`src/rtl/comms_pkg.sv`:
```
// Shared definitions for the AT command transmitter: command indices, FSM state
// encoding and the ASCII line terminators.
package comms_pkg;

    localparam logic [2:0] CMD_AT   = 3'd0;
    localparam logic [2:0] CMD_ATE0 = 3'd1;
    localparam logic [2:0] CMD_CMGF = 3'd2;
    localparam logic [2:0] CMD_CNMI = 3'd3;

    localparam logic [1:0] ST_IDLE = 2'd0;
    localparam logic [1:0] ST_LOAD = 2'd1;
    localparam logic [1:0] ST_SEND = 2'd2;
    localparam logic [1:0] ST_DONE = 2'd3;

    typedef enum logic [1:0] {
        S_IDLE = ST_IDLE,
        S_LOAD = ST_LOAD,
        S_SEND = ST_SEND,
        S_DONE = ST_DONE
    } state_t;

    localparam logic [7:0] ASCII_CR = 8'h0D;
    localparam logic [7:0] ASCII_LF = 8'h0A;

endpackage

```
`src/rtl/uart_tx_byte.sv`:
```
// Single-byte 8N1 UART transmitter: start bit, 8 data bits LSB first, stop bit.
// tx_done pulses during the last clock of the stop bit.
module uart_tx_byte #(
    parameter int CLKS_PER_BIT = 5208
) (
    input  logic       clk,
    input  logic       rst,
    input  logic       tx_start,
    input  logic [7:0] tx_data,
    output logic       tx,
    output logic       tx_busy,
    output logic       tx_done
);

    localparam int              CW       = $clog2(CLKS_PER_BIT);
    localparam logic [CW-1:0]   LAST_CNT = CW'(CLKS_PER_BIT - 1);
    localparam logic [CW-1:0]   DONE_CNT = CW'(CLKS_PER_BIT - 2);
    localparam logic [3:0]      STOP_BIT = 4'd9;

    logic [CW-1:0] clk_cnt;
    logic [3:0]    bit_cnt;
    logic [8:0]    shift;

    // NOTE: sequential state uses non-blocking assignments only, so every register
    // in this block sees the pre-edge values of the others.
    always_ff @(posedge clk or negedge rst) begin
        if (!rst) begin
            tx      <= 1'b1;
            tx_busy <= 1'b0;
            tx_done <= 1'b0;
            clk_cnt <= '0;
            bit_cnt <= '0;
            shift   <= '1;
        end else begin
            tx_done <= 1'b0;
            if (!tx_busy) begin
                if (tx_start) begin
                    tx_busy <= 1'b1;
                    tx      <= 1'b0;
                    shift   <= {1'b1, tx_data};
                    clk_cnt <= '0;
                    bit_cnt <= '0;
                end
            end else begin
                // Raised one clock early so the pulse covers the final stop-bit cycle.
                if (bit_cnt == STOP_BIT && clk_cnt == DONE_CNT)
                    tx_done <= 1'b1;
                if (clk_cnt == LAST_CNT) begin
                    clk_cnt <= '0;
                    if (bit_cnt == STOP_BIT) begin
                        tx_busy <= 1'b0;
                    end else begin
                        bit_cnt <= bit_cnt + 4'd1;
                        tx      <= shift[0];
                        shift   <= {1'b1, shift[8:1]};
                    end
                end else begin
                    clk_cnt <= clk_cnt + 1'b1;
                end
            end
        end
    end

endmodule

```
`src/rtl/at_command_tx.sv`:
```
// Sends the AT command selected by command_1 as 8N1 UART frames on each rising
// edge of start. Define AT_APPEND_CRLF_EN to append CR LF to every command.
module at_command_tx
    import comms_pkg::*;
#(
    parameter int CLK_HZ = 50000000,
    parameter int BAUD   = 9600
) (
    input  logic       clk,
    input  logic       rst,
    input  logic [2:0] command_1,
    input  logic       start,
    output logic       ready_command,
    output logic       tx
);

    localparam int CLKS_PER_BIT = CLK_HZ / BAUD;

    state_t     state;
    logic       start_q;
    logic       rise;
    logic [2:0] cmd_q;
    logic [3:0] index;
    logic       tx_start;
    logic [7:0] tx_data;
    logic       tx_busy;
    logic       tx_done;

    logic [2:0] sel_cmd;
    logic [3:0] sel_idx;
    logic [7:0] sel_byte;
    logic       sel_valid;
    logic       cur_valid;

    function automatic logic [3:0] rom_len(input logic [2:0] cmd);
        case (cmd)
            CMD_AT:   rom_len = 4'd2;
            CMD_ATE0: rom_len = 4'd4;
            CMD_CMGF: rom_len = 4'd9;
            CMD_CNMI: rom_len = 4'd11;
            default:  rom_len = 4'd0;
        endcase
    endfunction

    function automatic logic [7:0] rom_char(input logic [2:0] cmd, input logic [3:0] idx);
        rom_char = 8'h00;
        case (cmd)
            CMD_AT:
                case (idx)
                    4'd0: rom_char = "A";
                    4'd1: rom_char = "T";
                    default: ;
                endcase
            CMD_ATE0:
                case (idx)
                    4'd0: rom_char = "A";
                    4'd1: rom_char = "T";
                    4'd2: rom_char = "E";
                    4'd3: rom_char = "0";
                    default: ;
                endcase
            CMD_CMGF:
                case (idx)
                    4'd0: rom_char = "A";
                    4'd1: rom_char = "T";
                    4'd2: rom_char = "+";
                    4'd3: rom_char = "C";
                    4'd4: rom_char = "M";
                    4'd5: rom_char = "G";
                    4'd6: rom_char = "F";
                    4'd7: rom_char = "=";
                    4'd8: rom_char = "1";
                    default: ;
                endcase
            CMD_CNMI:
                case (idx)
                    4'd0:  rom_char = "A";
                    4'd1:  rom_char = "T";
                    4'd2:  rom_char = "+";
                    4'd3:  rom_char = "C";
                    4'd4:  rom_char = "N";
                    4'd5:  rom_char = "M";
                    4'd6:  rom_char = "I";
                    4'd7:  rom_char = "=";
                    4'd8:  rom_char = "2";
                    4'd9:  rom_char = ",";
                    4'd10: rom_char = "2";
                    default: ;
                endcase
            default: ;
        endcase
    endfunction

    function automatic logic [3:0] eff_len(input logic [2:0] cmd);
`ifdef AT_APPEND_CRLF_EN
        eff_len = rom_len(cmd) + 4'd2;
`else
        eff_len = rom_len(cmd);
`endif
    endfunction

    function automatic logic [7:0] eff_char(input logic [2:0] cmd, input logic [3:0] idx);
`ifdef AT_APPEND_CRLF_EN
        if (idx == rom_len(cmd))
            eff_char = ASCII_CR;
        else if (idx == rom_len(cmd) + 4'd1)
            eff_char = ASCII_LF;
        else
            eff_char = rom_char(cmd, idx);
`else
        eff_char = rom_char(cmd, idx);
`endif
    endfunction

    assign rise      = start & ~start_q;
    assign cur_valid = index < eff_len(cmd_q);

    // The next byte is fetched while entering S_LOAD, so tx_start is high during
    // S_LOAD itself and the line idles exactly one clock between frames.
    // NOTE: every always_comb output gets a default first, so no path leaves a
    // signal unassigned and no latch is inferred.
    always_comb begin
        sel_cmd = cmd_q;
        sel_idx = index + 4'd1;
        if (state == S_IDLE) begin
            sel_cmd = command_1;
            sel_idx = 4'd0;
        end
        sel_byte  = eff_char(sel_cmd, sel_idx);
        sel_valid = sel_idx < eff_len(sel_cmd);
    end

    always_ff @(posedge clk or negedge rst) begin
        if (!rst) begin
            state         <= S_IDLE;
            start_q       <= 1'b0;
            cmd_q         <= '0;
            index         <= '0;
            tx_start      <= 1'b0;
            tx_data       <= '0;
            ready_command <= 1'b1;
        end else begin
            start_q       <= start;
            tx_start      <= 1'b0;
            // Lags the state by one clock: falls the edge after the rise is taken.
            ready_command <= (state == S_IDLE);
            case (state)
                S_IDLE: begin
                    if (rise && !tx_busy) begin
                        cmd_q <= command_1;
                        index <= 4'd0;
                        state <= S_LOAD;
                        if (sel_valid) begin
                            tx_start <= 1'b1;
                            tx_data  <= sel_byte;
                        end
                    end
                end
                S_LOAD: begin
                    state <= cur_valid ? S_SEND : S_DONE;
                end
                S_SEND: begin
                    if (tx_done) begin
                        index <= index + 4'd1;
                        if (sel_valid) begin
                            state    <= S_LOAD;
                            tx_start <= 1'b1;
                            tx_data  <= sel_byte;
                        end else begin
                            state <= S_DONE;
                        end
                    end
                end
                S_DONE: begin
                    state <= S_IDLE;
                end
                default: state <= S_IDLE;
            endcase
        end
    end

    uart_tx_byte #(
        .CLKS_PER_BIT(CLKS_PER_BIT)
    ) u_uart (
        .clk     (clk),
        .rst     (rst),
        .tx_start(tx_start),
        .tx_data (tx_data),
        .tx      (tx),
        .tx_busy (tx_busy),
        .tx_done (tx_done)
    );

endmodule

```
`config.mk`:
```
export PLATFORM = sky130hd
export DESIGN_NAME = at_command_tx
export DESIGN_NICKNAME = d
export VERILOG_FILES = /design/src/rtl/comms_pkg.sv /design/src/rtl/uart_tx_byte.sv /design/src/rtl/at_command_tx.sv
export SDC_FILE = /design/constraint.sdc
export NUM_CORES = 1
export LEC_CHECK = 0
export BUFFER_PORTS_ARGS = -buffer_cell sky130_fd_sc_hd__buf_4
export CAP_MARGIN = 20
export CORE_UTILIZATION = 50
export CTS_CLUSTER_DIAMETER = 150
export DETAILED_ROUTE_END_ITERATION = 7
export PLACE_DENSITY = 0.68
export SLEW_MARGIN = 25
export SYNTH_ARGS = -nofsm -noshare
export SYNTH_HDL_FRONTEND = slang
export SYNTH_HIERARCHICAL = 1
export SYNTH_SLANG_ARGS = --single-unit
```
`constraint.sdc`:
```
create_clock -name clk -period 2.7 [get_ports clk]
set_clock_uncertainty 0.1 [all_clocks]
set_input_delay 0.135 -clock clk [delete_from_list [all_inputs] [get_ports clk]]
set_output_delay 0.135 -clock clk [all_outputs]
set_load 0.01 [all_outputs]
```
# Word-level counts from Yosys, hierarchy flattened

Index checks and enable logic that the tools add are counted.

$add $sub $neg: 3
Multiplexer cells: 46
Reduce and logical (&&, ||, !) cells: 14
Bitwise gates (word level): 2
Equality and inequality tests: 26
$lt $le $gt $ge: 2

Operators by type and width:

| operator                                                         | number |
|---|---|
| 7-bit case mux with 10 select lines                              | 1 |
| 7-bit case mux with 9 select lines                               | 1 |
| 7-bit case mux with 4 select lines                               | 2 |
| 13-bit 2-to-1 mux                                                | 3 |
| 9-bit 2-to-1 mux                                                 | 4 |
| 4-bit case mux with 4 select lines                               | 2 |
| 4-bit 2-to-1 mux                                                 | 7 |
| 13-bit == test (second input constant)                           | 2 |
| 8-bit 2-to-1 mux                                                 | 3 |
| 4-bit by 3-bit == test with 1-bit output (second input constant) | 4 |
| 4-bit == test (second input constant)                            | 4 |
| 8-bit case mux with 2 select lines                               | 1 |
| 1-bit 2-to-1 mux                                                 | 14 |
| 7-bit case mux with 2 select lines                               | 1 |
| 13-bit by 1-bit adder with 13-bit output (second input constant) | 1 |
| 3-bit by 2-bit == test with 1-bit output (second input constant) | 4 |
| 4-bit by 1-bit adder with 4-bit output (second input constant)   | 2 |
| 4-bit by 2-bit == test with 1-bit output (second input constant) | 2 |
| 4-bit less-than comparator                                       | 2 |
| 2-bit case mux with 4 select lines                               | 1 |
| 4-bit case mux with 2 select lines                               | 1 |
| 3-bit by 1-bit == test with 1-bit output (second input constant) | 2 |
| 3-bit zero test                                                  | 2 |
| 2-bit 2-to-1 mux                                                 | 3 |
| 17 further kinds                                                 | 24 |

Output and inout port bits: 2
Register bits: 49

# Logic depth before layout (Yosys ltp)

Gate-level depths: netlist of the first run.

Depth in word-level cells: 9
Depth in mapped cells: 13
Gate-level depth less buffers: 11

# Modules after synthesis

Netlist of the first run, hierarchy kept.

Modules (own cells, without submodules):

| module        | area an instance (um^2) | instances | seq. area each (um^2) | cells each |
|---|---|---|---|---|
| at_command_tx | 1,871.8                 | 1         | 476.7                 | 233 |
| uart_tx_byte  | 1,712.9                 | 1         | 711.9                 | 188 |

# Worst setup path before layout of the first run

OpenSTA, ideal clock, no wires.

Kind: register to register
Start point: register index[1]
End point: register tx_data[5]
Required time: 2.475 ns
Path buffers: 2
Arrival: 2.524 ns
Stages on the path, launching flop included: 13
Slack: -0.049 ns
Cells stage by stage: dfrtp_1 ha_1 buf_2 inv_1 clkbuf_1 nor2_1 ha_1 nand2_1 o31ai_1 a21oi_2 o21ai_4 o21bai_4 o21ai_2

Longest elaborated chain between the ends: 9

RTL lines:

| what                                       | line                                       | RTL |
|---|---|---|
| start: declaration                         | at_command_tx.sv:23                        | `logic [3:0] index;` |
| start signal: assignment                   | at_command_tx.sv:164                       | `index <= index + 4'd1;` |
| 4-bit by 1-bit adder with 4-bit output (*) | at_command_tx.sv:124                       | `sel_idx = index + 4'd1;` |
| 4-bit 2-to-1 mux (*)                       | at_command_tx.sv:125                       | `if (state == S_IDLE) begin` |
| 4-bit == test, on equally long branches    | at_command_tx.sv:76, at_command_tx.sv:63   |  |
| 2-bit OR reduction (no source line)        | --                                         |  |
| 7-bit case mux with 10 select lines        | at_command_tx.sv:76                        | `case (idx)` |
| 7-bit case mux with 4 select lines         | at_command_tx.sv:47                        | `case (cmd)` |
| 8-bit 2-to-1 mux (*)                       | at_command_tx.sv:153, at_command_tx.sv:165 |  |
| 8-bit 2-to-1 mux, on equally long branches | at_command_tx.sv:163, at_command_tx.sv:149 |  |
| 8-bit case mux with 2 select lines (*)     | at_command_tx.sv:147                       | `case (state)` |
| end signal: assignment                     | at_command_tx.sv:155                       | `tx_data <= sel_byte;` |
| end signal: assignment                     | at_command_tx.sv:168                       | `tx_data <= sel_byte;` |
| end: declaration                           | at_command_tx.sv:25                        | `logic [7:0] tx_data;` |

Every way passes the cells marked *; elsewhere a longest branch is shown, timed or not. The select of a mux whose other input is x is not followed.
A chain may end at the register's enable or synchronous reset.

# Worst setup path after layout of the first run

Start point: register state[0]
End point: register tx_data[5]

Longest elaborated chain between the ends: 9

RTL lines:

| what                                       | line                                       | RTL |
|---|---|---|
| start: declaration                         | at_command_tx.sv:19                        | `state_t state;` |
| start signal: assignment                   | at_command_tx.sv:160                       | `state <= cur_valid ? S_SEND : S_DONE;` |
| 2-bit zero test                            | at_command_tx.sv:125, at_command_tx.sv:147 |  |
| 4-bit 2-to-1 mux                           | at_command_tx.sv:125                       |  |
| 4-bit == test, on equally long branches    | at_command_tx.sv:76, at_command_tx.sv:63   |  |
| 2-bit OR reduction (no source line)        | --                                         |  |
| 7-bit case mux with 10 select lines        | at_command_tx.sv:76                        |  |
| 7-bit case mux with 4 select lines         | at_command_tx.sv:47                        |  |
| 8-bit 2-to-1 mux                           | at_command_tx.sv:153, at_command_tx.sv:165 |  |
| 8-bit 2-to-1 mux, on equally long branches | at_command_tx.sv:163, at_command_tx.sv:149 |  |
| 8-bit case mux with 2 select lines         | at_command_tx.sv:147                       |  |

Several ways; a longest one is shown, not always the timed one. The select of a mux whose other input is x is not followed.

==> Flow_metrics.wiki, run 1 <==
{| class="wikitable"
! Metric !! Value
|-
| Setup violations, final || 0
|-
| Final Routed Wirelength || ~9.0 mm
|-
| FF/Latch Area || 0.001189 mm²
|-
| Required time reported for the critical path endpoint || 2780 ps
|-
| Largest net degree at the start of global routing || 48
|-
| Primary flip-flop cell chosen by synthesis mapping || dfrtp_1
|-
| HPWL after DPL || 6.429 mm
|-
| Synth unique cells || 82
|-
| Clock share of power || 0.372
|-
| Floorplan Core Area || 0.006869 mm²
|-
| Startpoint Class || register
|-
| Slew @ Worst Pin || roughly 590 ps
|-
| Count of flip-flops with a built-in enable after synthesis || 0
|-
| Number of placed I/O pins || 8
|-
| Worst Path Buf+Inv || 0
|-
| Setup tns final || 0 ps
|-
| Global-route wire length before repair || approximately 14 mm
|-
| Number of nets with antenna violations after routing || 0
|-
| Crit-path cells || or2_1, or3_4, nand2_4, mux2i_2, ha_1, nand2_2, o31ai_4, a21oi_2, o21ai_4, o21bai_4, o21ai_2
|-
| WS Path Type || register to register
|-
| Net count reported at finish || about 460
|-
| Sequential cell area fraction in the yosys report || 0.3316
|-
| Pre-CTS setup slack || -21.71 ps
|-
| Kind of end point of the critical path || register
|-
| Register bit count reported by yosys || 47
|-
| Final Hold Violating Endpoints || 0
|-
| Final weighted congestion in routability-driven placement || between 0.9 and 1
|-
| Post-synth design cell area || 0.003585 mm²
|-
| RSZ-0062 raised after global routing || yes
|-
| Status || complete, no violations
|-
| Post-Layout Inst Area || 0.004070 mm²
|-
| Number of antenna violations at the first check in global routing || 0
|-
| Internal || 0.0009531 W
|-
| Worst min-delay path class || input pin to register
|-
| Vert. Die Dim || 86.67 µm
|-
| Num CTS Buffers || 5
|-
| Pleak || 1.618 nW
|-
| Post-Place Cell Area || 0.003815 mm²
|-
| Overall via count from detail_route || 3303
|-
| Count of max-cap constraint violations || 0
|-
| Layout cells sized above 1 || 0.2140
|-
| Fraction of power consumed by combinational cells || 0.057
|-
| Top cell family by delay on the critical path || compound AO/OA/AOI/OAI gates
|-
| Fraction of synthesis flops using an asynchronous set or reset pin || 1.000
|-
| Part of the cycle the worst path needs || 0.9764
|-
| Worst-path maximum fanout || 6
|-
| Peak ir drop on the vdd network || approximately 0.19 mV
|-
| Post-synth net total || 437
|-
| Initial core utilization || 0.5219
|-
| Share of total power in sequential cells || 0.571
|-
| Clock tree from TritonCTS || built
|-
| Synth Warn # || 6
|-
| Global-route usage over all layers || 0.2472
|-
| H-tree levels || 2
|-
| Number of max-slew violations in the final report || 0
|-
| Global route overflow || 0
|-
| Count of buffers from port buffering || 7
|-
| Data arrival time of the critical path || 2720 ps
|-
| Fillcell total || roughly 620
|-
| CTS Buffer Depth || 2
|-
| Largest incremental delay on the critical path || 410 ps
|-
| Power dissipated by switching net loads || 0.0003026 W
|-
| Insertion delay to the later sink of the worst-skew pair || ~310 ps
|-
| Rows || 30
|-
| Routed wire length per instance || 16.71 µm
|-
| Leading area contributor after synthesis || dfrtp_1
|-
| Clk slew on worst S/H paths || 90 ps
|-
| Final critical-path required period || 2636 ps
|-
| Post-DR vias/cell || 6.117
|-
| Post-Syn Instances || 421
|-
| Area share of the largest cell type after synthesis || 0.2583
|-
| Clock sink count || 47
|-
| Starting DRC count in detailed routing || approximately 270
|-
| Cell types with the largest area share after synthesis || dfrtp_1 26%, dfstp_2 7.3%, nand2_1 5.7%
|-
| Die width || 86.67 µm
|-
| Total Die Area || 0.007512 mm²
|-
| Power density relative to cell area || between 300 and 400 mW/mm²
|-
| Antenna fix cells || 0
|-
| Area overhead of the layout relative to synthesis || 13.54%
|-
| Via count of the first global-routing pass || a little under 3000
|-
| Mean Syn Cell Area || 8.515 µm²
|-
| Cell with the largest stage delay on the worst path || dfrtp_1
|-
| Final hold slack || approximately 13 ps
|-
| Max-slew headroom at the worst pin || 0.6035
|-
| PnR worst setup slack || about 64 ps
|-
| Highest clock frequency the design can meet || between 0.3 and 0.4 GHz
|-
| Detailed-routing iteration count for the pre-antenna-repair pass || 5
|-
| Switching power share of the total || 0.2410
|-
| Clock root cell || clkbuf_8
|-
| Area occupied by multi-input gates || 0.002268 mm²
|-
| Number of remaining DRC errors || 0
|}
==> stage by stage <==
step | utilization | total power, W | std cells
2_1_floorplan | - | 0.0007559 | 421
3_3_place_gp | 0.5554 | 0.0007854 | 521
3_5_place_dp | 0.5554 | 0.0007871 | 521
4_1_cts | 0.5800 | 0.001261 | 535
5_1_grt | 0.5925 | 0.001302 | 540
6_report | 0.5925 | 0.001256 | 540
==> routing by layer <==
metal | GRT usage | vias to the layer above | routed length, µm
met5 | 0 | - | 0
met4 | 0.06970 | 0 | 175
met3 | 0.06000 | 21 | 648
met2 | 0.3665 | 121 | 3995
met1 | 0.3575 | 1557 | 4206
li1 | - | 1604 | -
==> path summary, 6_finish.rpt <==
kind	cells after the start	to	start	slack, ps
max	11	tx_data[5]$_DFFE_PN0P_	state[0]$_DFFE_PN0P_	60
min	2	cmd_q[2]$_DFFE_PN0P_	command_1[2]	10
max reg2reg	11	tx_data[5]$_DFFE_PN0P_	state[0]$_DFFE_PN0P_	60
min reg2reg	2	tx_data[4]$_DFFE_PN0P_	tx_data[4]$_DFFE_PN0P_	410
max in group asynchronous	2	index[3]$_DFFE_PN0P_	rst	1810
min in group asynchronous	2	cmd_q[2]$_DFFE_PN0P_	rst	270
==> layout by cell type, fill, tap and decap left out, types with 9 or more instances in the layout <==
cell	Yosys	final
nand2_1	54	52
buf_4	0	40
dfrtp_1	37	37
nor2_1	36	36
a21oi_1	26	25
o21ai_0	19	19
nand3_1	12	12
inv_1	11	11
mux2i_1	12	11
dfstp_2	10	10
ha_1	10	9
==> cell type report <==
cell class	count	area share
inverters	13	0.01322
clock inverters	2	0.003996
clock buffers	6	0.02029
well taps	96	0.02951
repair buffers	44	0.08362
flip-flops and latches	47	0.2920
multi-input cells	332	0.5573
==> flip-flops by register name (all words and copies together) (netlist names) <==
name,flops
ready_command,1
state,2
u_uart/shift,8
u_uart/tx,1
index,4
tx_start,1
u_uart/bit_cnt,4
u_uart/tx_busy,1
start_q,1
cmd_q,3
u_uart/tx_done,1
tx_data,7
u_uart/clk_cnt,13
==> worst reg2reg max path, delay by kind of cell (launching register included) <==
family,cells,cell delay (ps)
muxes,1,70
and+or+nand+nor,4,780
DFF,1,410
AOI/OAI and AO/OA,5,840
adders and majority gates,1,320
==> cell families after synthesis <==
| family | after synthesis | synth area share |
|---|---|---|
| mux | 18 | 0.05550 |
| flops | 47 | 0.3316 |
| fa+ha+maj | 10 | 0.03490 |
| compound gates | 136 | 0.2764 |
| simple gates | 160 | 0.2279 |
| buf+inv | 42 | 0.05340 |
| xor+xnor | 7 | 0.01920 |
| other cells | 1 | 0.001046 |
==> cell usage after synthesis, types with 3 or more instances <==
| library cell | number |
|---|---|
| nor3_1 | 8 |
| nand2_1 | 54 |
| o221ai_1 | 8 |
| o21ai_1 | 3 |
| nor2_1 | 36 |
| dfrtp_1 | 37 |
| a21boi_0 | 4 |
| o211ai_1 | 5 |
| xnor2_1 | 4 |
| clkbuf_1 | 15 |
| o311ai_0 | 3 |
| nand3_1 | 12 |
| dfstp_2 | 10 |
| inv_1 | 11 |
| and3_1 | 8 |
| and2_1 | 3 |
| a32oi_1 | 4 |
| or3_1 | 5 |
| o21ai_2 | 6 |
| o31ai_1 | 6 |
| a21oi_1 | 26 |
| o2bb2ai_1 | 3 |
| mux2_2 | 5 |
| buf_6 | 3 |
| a31oi_1 | 7 |
| o22ai_1 | 4 |
| nor2b_1 | 3 |
| ha_1 | 10 |
| a211oi_1 | 3 |
| nand2b_1 | 8 |
| buf_2 | 9 |
| o21a_1 | 4 |
| a22o_1 | 3 |
| o2111ai_1 | 3 |
| o21ai_0 | 19 |
| mux2i_1 | 12 |
==> power groups by stage <==
stage	clock, W	combinational [W]	sequential, W
after global routing	0.000506	0.0000785	0.000718
after CTS	0.000481	0.0000626	0.000717
final	0.000468	0.0000714	0.000717
after floorplan	0	0.0000271	0.000729
after global placement	0	0.0000554	0.000730
after detailed placement	0	0.0000569	0.000730
==> timing repair <==
action                                  CTS  global route
pin swaps                                 1             8
endpoints found under the hold margin    40             0
hold buffers                              4             0
gates resized for setup                   3            10
buffers inserted                          2             5
endpoints found under the setup margin    5             8
No activity file was read; power rests on OpenSTA's default activity.
==> run 2: changes to the inputs <==
Settings changed: REMOVE_ABC_BUFFERS from default to 1.
==> run 2 against run 1 <==
The run now ends with negative setup slack left. Die area unchanged. Fmax is 2.8% lower. Utilization decreased by 0.33 points. Power down 2.1%. Sequential share of layout area grew 0.16 points. Worst setup slack lost 76 ps. Highest routed layer unchanged.
==> Flow_metrics.wiki, run 2 (synthesized netlist as in run 1, its figures left out) <==
{| class="wikitable"
! Metric !! Value
|-
| Pleak || 1.622 nW (+0.28%)
|-
| Data arrival time of the critical path || 2800 ps (+80 ps)
|-
| H-tree levels || 2 (unchanged)
|-
| Count of max-cap constraint violations || 0 (unchanged)
|-
| Clk slew on worst S/H paths || 80 ps (about the same)
|-
| Vert. Die Dim || 86.67 µm (unchanged)
|-
| Setup violations, final || 4 (+4)
|-
| Count of buffers from port buffering || 7 (unchanged)
|-
| Failing checks || negative setup slack
|-
| Most frequent standard cell in the layout excluding fill and tap cells || nand2_1
|-
| Number of placed I/O pins || 8 (unchanged)
|-
| Top Registers || u_uart/clk_cnt (13), u_uart/shift (8), tx_data (7)
|-
| Largest register by flop count || u_uart/clk_cnt
|-
| Routed wire length per instance || 16.90 µm (+1.1%)
|-
| HPWL after DPL || 6.445 mm (+0.25%)
|-
| Number of antenna violations at the first check in global routing || 0 (unchanged)
|-
| Overall via count from detail_route || 3330 (+0.82%)
|-
| Detailed-routing iteration count for the pre-antenna-repair pass || 5 (unchanged)
|-
| Global route overflow || 0 (unchanged)
|-
| Peak ir drop on the vdd network || 0.1650 mV (-13%)
|-
| Number of flip-flops under the largest register name || 13 (unchanged)
|-
| Layout cells sized above 1 || 0.2122 (-0.001774)
|-
| Clock root cell || clkbuf_8
|-
| Top cell family by delay on the critical path || compound AO/OA/AOI/OAI gates
|-
| Status || finished, violations left
|-
| Global-route wire length before repair || 14.89 mm (+2.7%)
|-
| Largest net degree at the start of global routing || 48 (unchanged)
|-
| Die width || 86.67 µm (unchanged)
|-
| PnR worst setup slack || -12.54 ps (-76.15 ps)
|-
| Part of the cycle the worst path needs || 1.005 (+0.02821)
|-
| Number of max-slew violations in the final report || 0 (unchanged)
|-
| Worst min-delay path class || input pin to register
|-
| Initial core utilization || 0.5219 (unchanged)
|-
| Number of nets with antenna violations after routing || 0 (unchanged)
|-
| Max-slew headroom at the worst pin || 0.6059 (+0.002401)
|-
| Area overhead of the layout relative to synthesis || 12.91%
|-
| Cell with the largest stage delay on the worst path || or4b_4
|-
| Commonest cells after routing, fill and taps aside || 52 x nand2_1, 39 x buf_4, 37 x dfrtp_1
|-
| Starting DRC count in detailed routing || 231 (-14%)
|-
| Required time reported for the critical path endpoint || 2790 ps (about the same)
|-
| Worst Path Buf+Inv || 1 (+1)
|-
| Post-DR vias/cell || 6.178 (+1.0%)
|-
| Total power || 0.001229 W (-2.1%)
|-
| CTS Buffer Depth || 2 (unchanged)
|-
| Floorplan Core Area || 0.006869 mm² (unchanged)
|-
| Power density relative to cell area || 303.7 mW/mm² (-1.6%)
|-
| Total Die Area || 0.007512 mm² (unchanged)
|-
| Worst-path maximum fanout || 5 (-1)
|-
| Net count reported at finish || 458 (-0.22%)
|-
| Clock sink count || 47 (unchanged)
|-
| Final Routed Wirelength || 9.111 mm (+0.95%)
|-
| Final weighted congestion in routability-driven placement || 0.9018 (-9.5%)
|-
| Slew @ Worst Pin || 591.1 ps (-3.601 ps)
|-
| Final Hold Violating Endpoints || 0 (unchanged)
|-
| Via count of the first global-routing pass || 2932 (-0.034%)
|-
| Insertion delay to the later sink of the worst-skew pair || 310 ps (about the same)
|-
| Highest clock frequency the design can meet || 0.3687 GHz (-2.8%)
|-
| Rows || 30 (unchanged)
|-
| Startpoint Class || register
|-
| Crit-path cells || buf_4, or4b_4, o21ai_2, mux2i_1, ha_1, nand2_2, o31ai_4, a21oi_2, o21ai_4, o21bai_4, o21ai_2
|-
| Number of remaining DRC errors || 0 (unchanged)
|-
| Kind of end point of the critical path || register
|-
| Largest incremental delay on the critical path || 490 ps (+80 ps)
|-
| Num CTS Buffers || 5 (unchanged)
|-
| Pre-CTS setup slack || 5.788 ps (+27.50 ps)
|-
| Final critical-path required period || 2713 ps (+76.15 ps)
|-
| Most used cell, CP || o21ai_2
|-
| WS Path Type || register to register
|-
| Antenna fix cells || 0 (unchanged)
|-
| Clock tree from TritonCTS || built
|-
| Global-route usage over all layers || 0.2525 (+0.005248)
|}
==> run 2: per-layer routing <==
metal,vias to the layer above,track usage,wire length (µm)
met3,12,0.02571,440
met2,106,0.3997,4226
met1,1611,0.3675,4303
met5,-,0,0
li1,1601,-,-
met4,0,0.06818,141
==> run 2: path summary, 6_finish.rpt <==
kind                                        start                       endpoint  slack [ps]  cells after the start
max                          state[0]$_DFFE_PN0P_         tx_data[2]$_DFFE_PN0P_         -10                     11
max in group asynchronous                     rst  u_uart/clk_cnt[0]$_DFFE_PN0P_        1820                      2
min reg2reg                tx_data[3]$_DFFE_PN0P_         tx_data[3]$_DFFE_PN0P_         390                      2
min in group asynchronous                     rst  u_uart/bit_cnt[2]$_DFFE_PN0P_         270                      2
min                                  command_1[2]           cmd_q[2]$_DFFE_PN0P_          30                      2
max reg2reg                  state[0]$_DFFE_PN0P_         tx_data[2]$_DFFE_PN0P_         -10                     11
==> run 2: worst register-to-register path: stages, from the launching register on <==
cell and delay [ps]:
dfrtp_1 410, buf_4 160, or4b_4 490, o21ai_2 80
mux2i_1 90, ha_1 320, nand2_2 80, o31ai_4 250
a21oi_2 110, o21ai_4 220, o21bai_4 200, o21ai_2 80
==> run 2: report_power, final <==
part           total (W)  internal [W]  switching (W)
logic          0.0000690     0.0000298      0.0000392
clock network   0.000443      0.000207       0.000236
registers       0.000717      0.000712     0.00000449
==> run 2: layout make-up <==
type                    instances  area [µm²]
clock buffers                   7       86.33
clock inverters                 1       5.005
fillers                       602        2821
inverters                      13       48.80
multi-input cells             332        2266
flip-flops and latches         47        1189
well taps                      96       120.1
repair buffers                 43       332.8
==> run 2: stage by stage <==
stage          hold WS (ps)  TNS [ps]  std cells  cell area, µm²    util
2_1_floorplan        -260.6     -4435        392            3442       -
6_report              29.05    -40.48        539            4048  0.5893
3_5_place_dp          86.51         0        524            3832  0.5579
3_3_place_gp          80.50         0        524            3832  0.5579
5_1_grt               28.15    -416.9        539            4048  0.5893
4_1_cts               13.18         0        536            3969  0.5778
==> run 2: timing repair <==
item	in CTS	in global routing
pin swaps	0	8
hold buffers	4	0
hold endpoints to repair	40	0
setup buffers	0	3
gates resized for setup	1	12
cloned	0	0
setup endpoints to repair	1	8
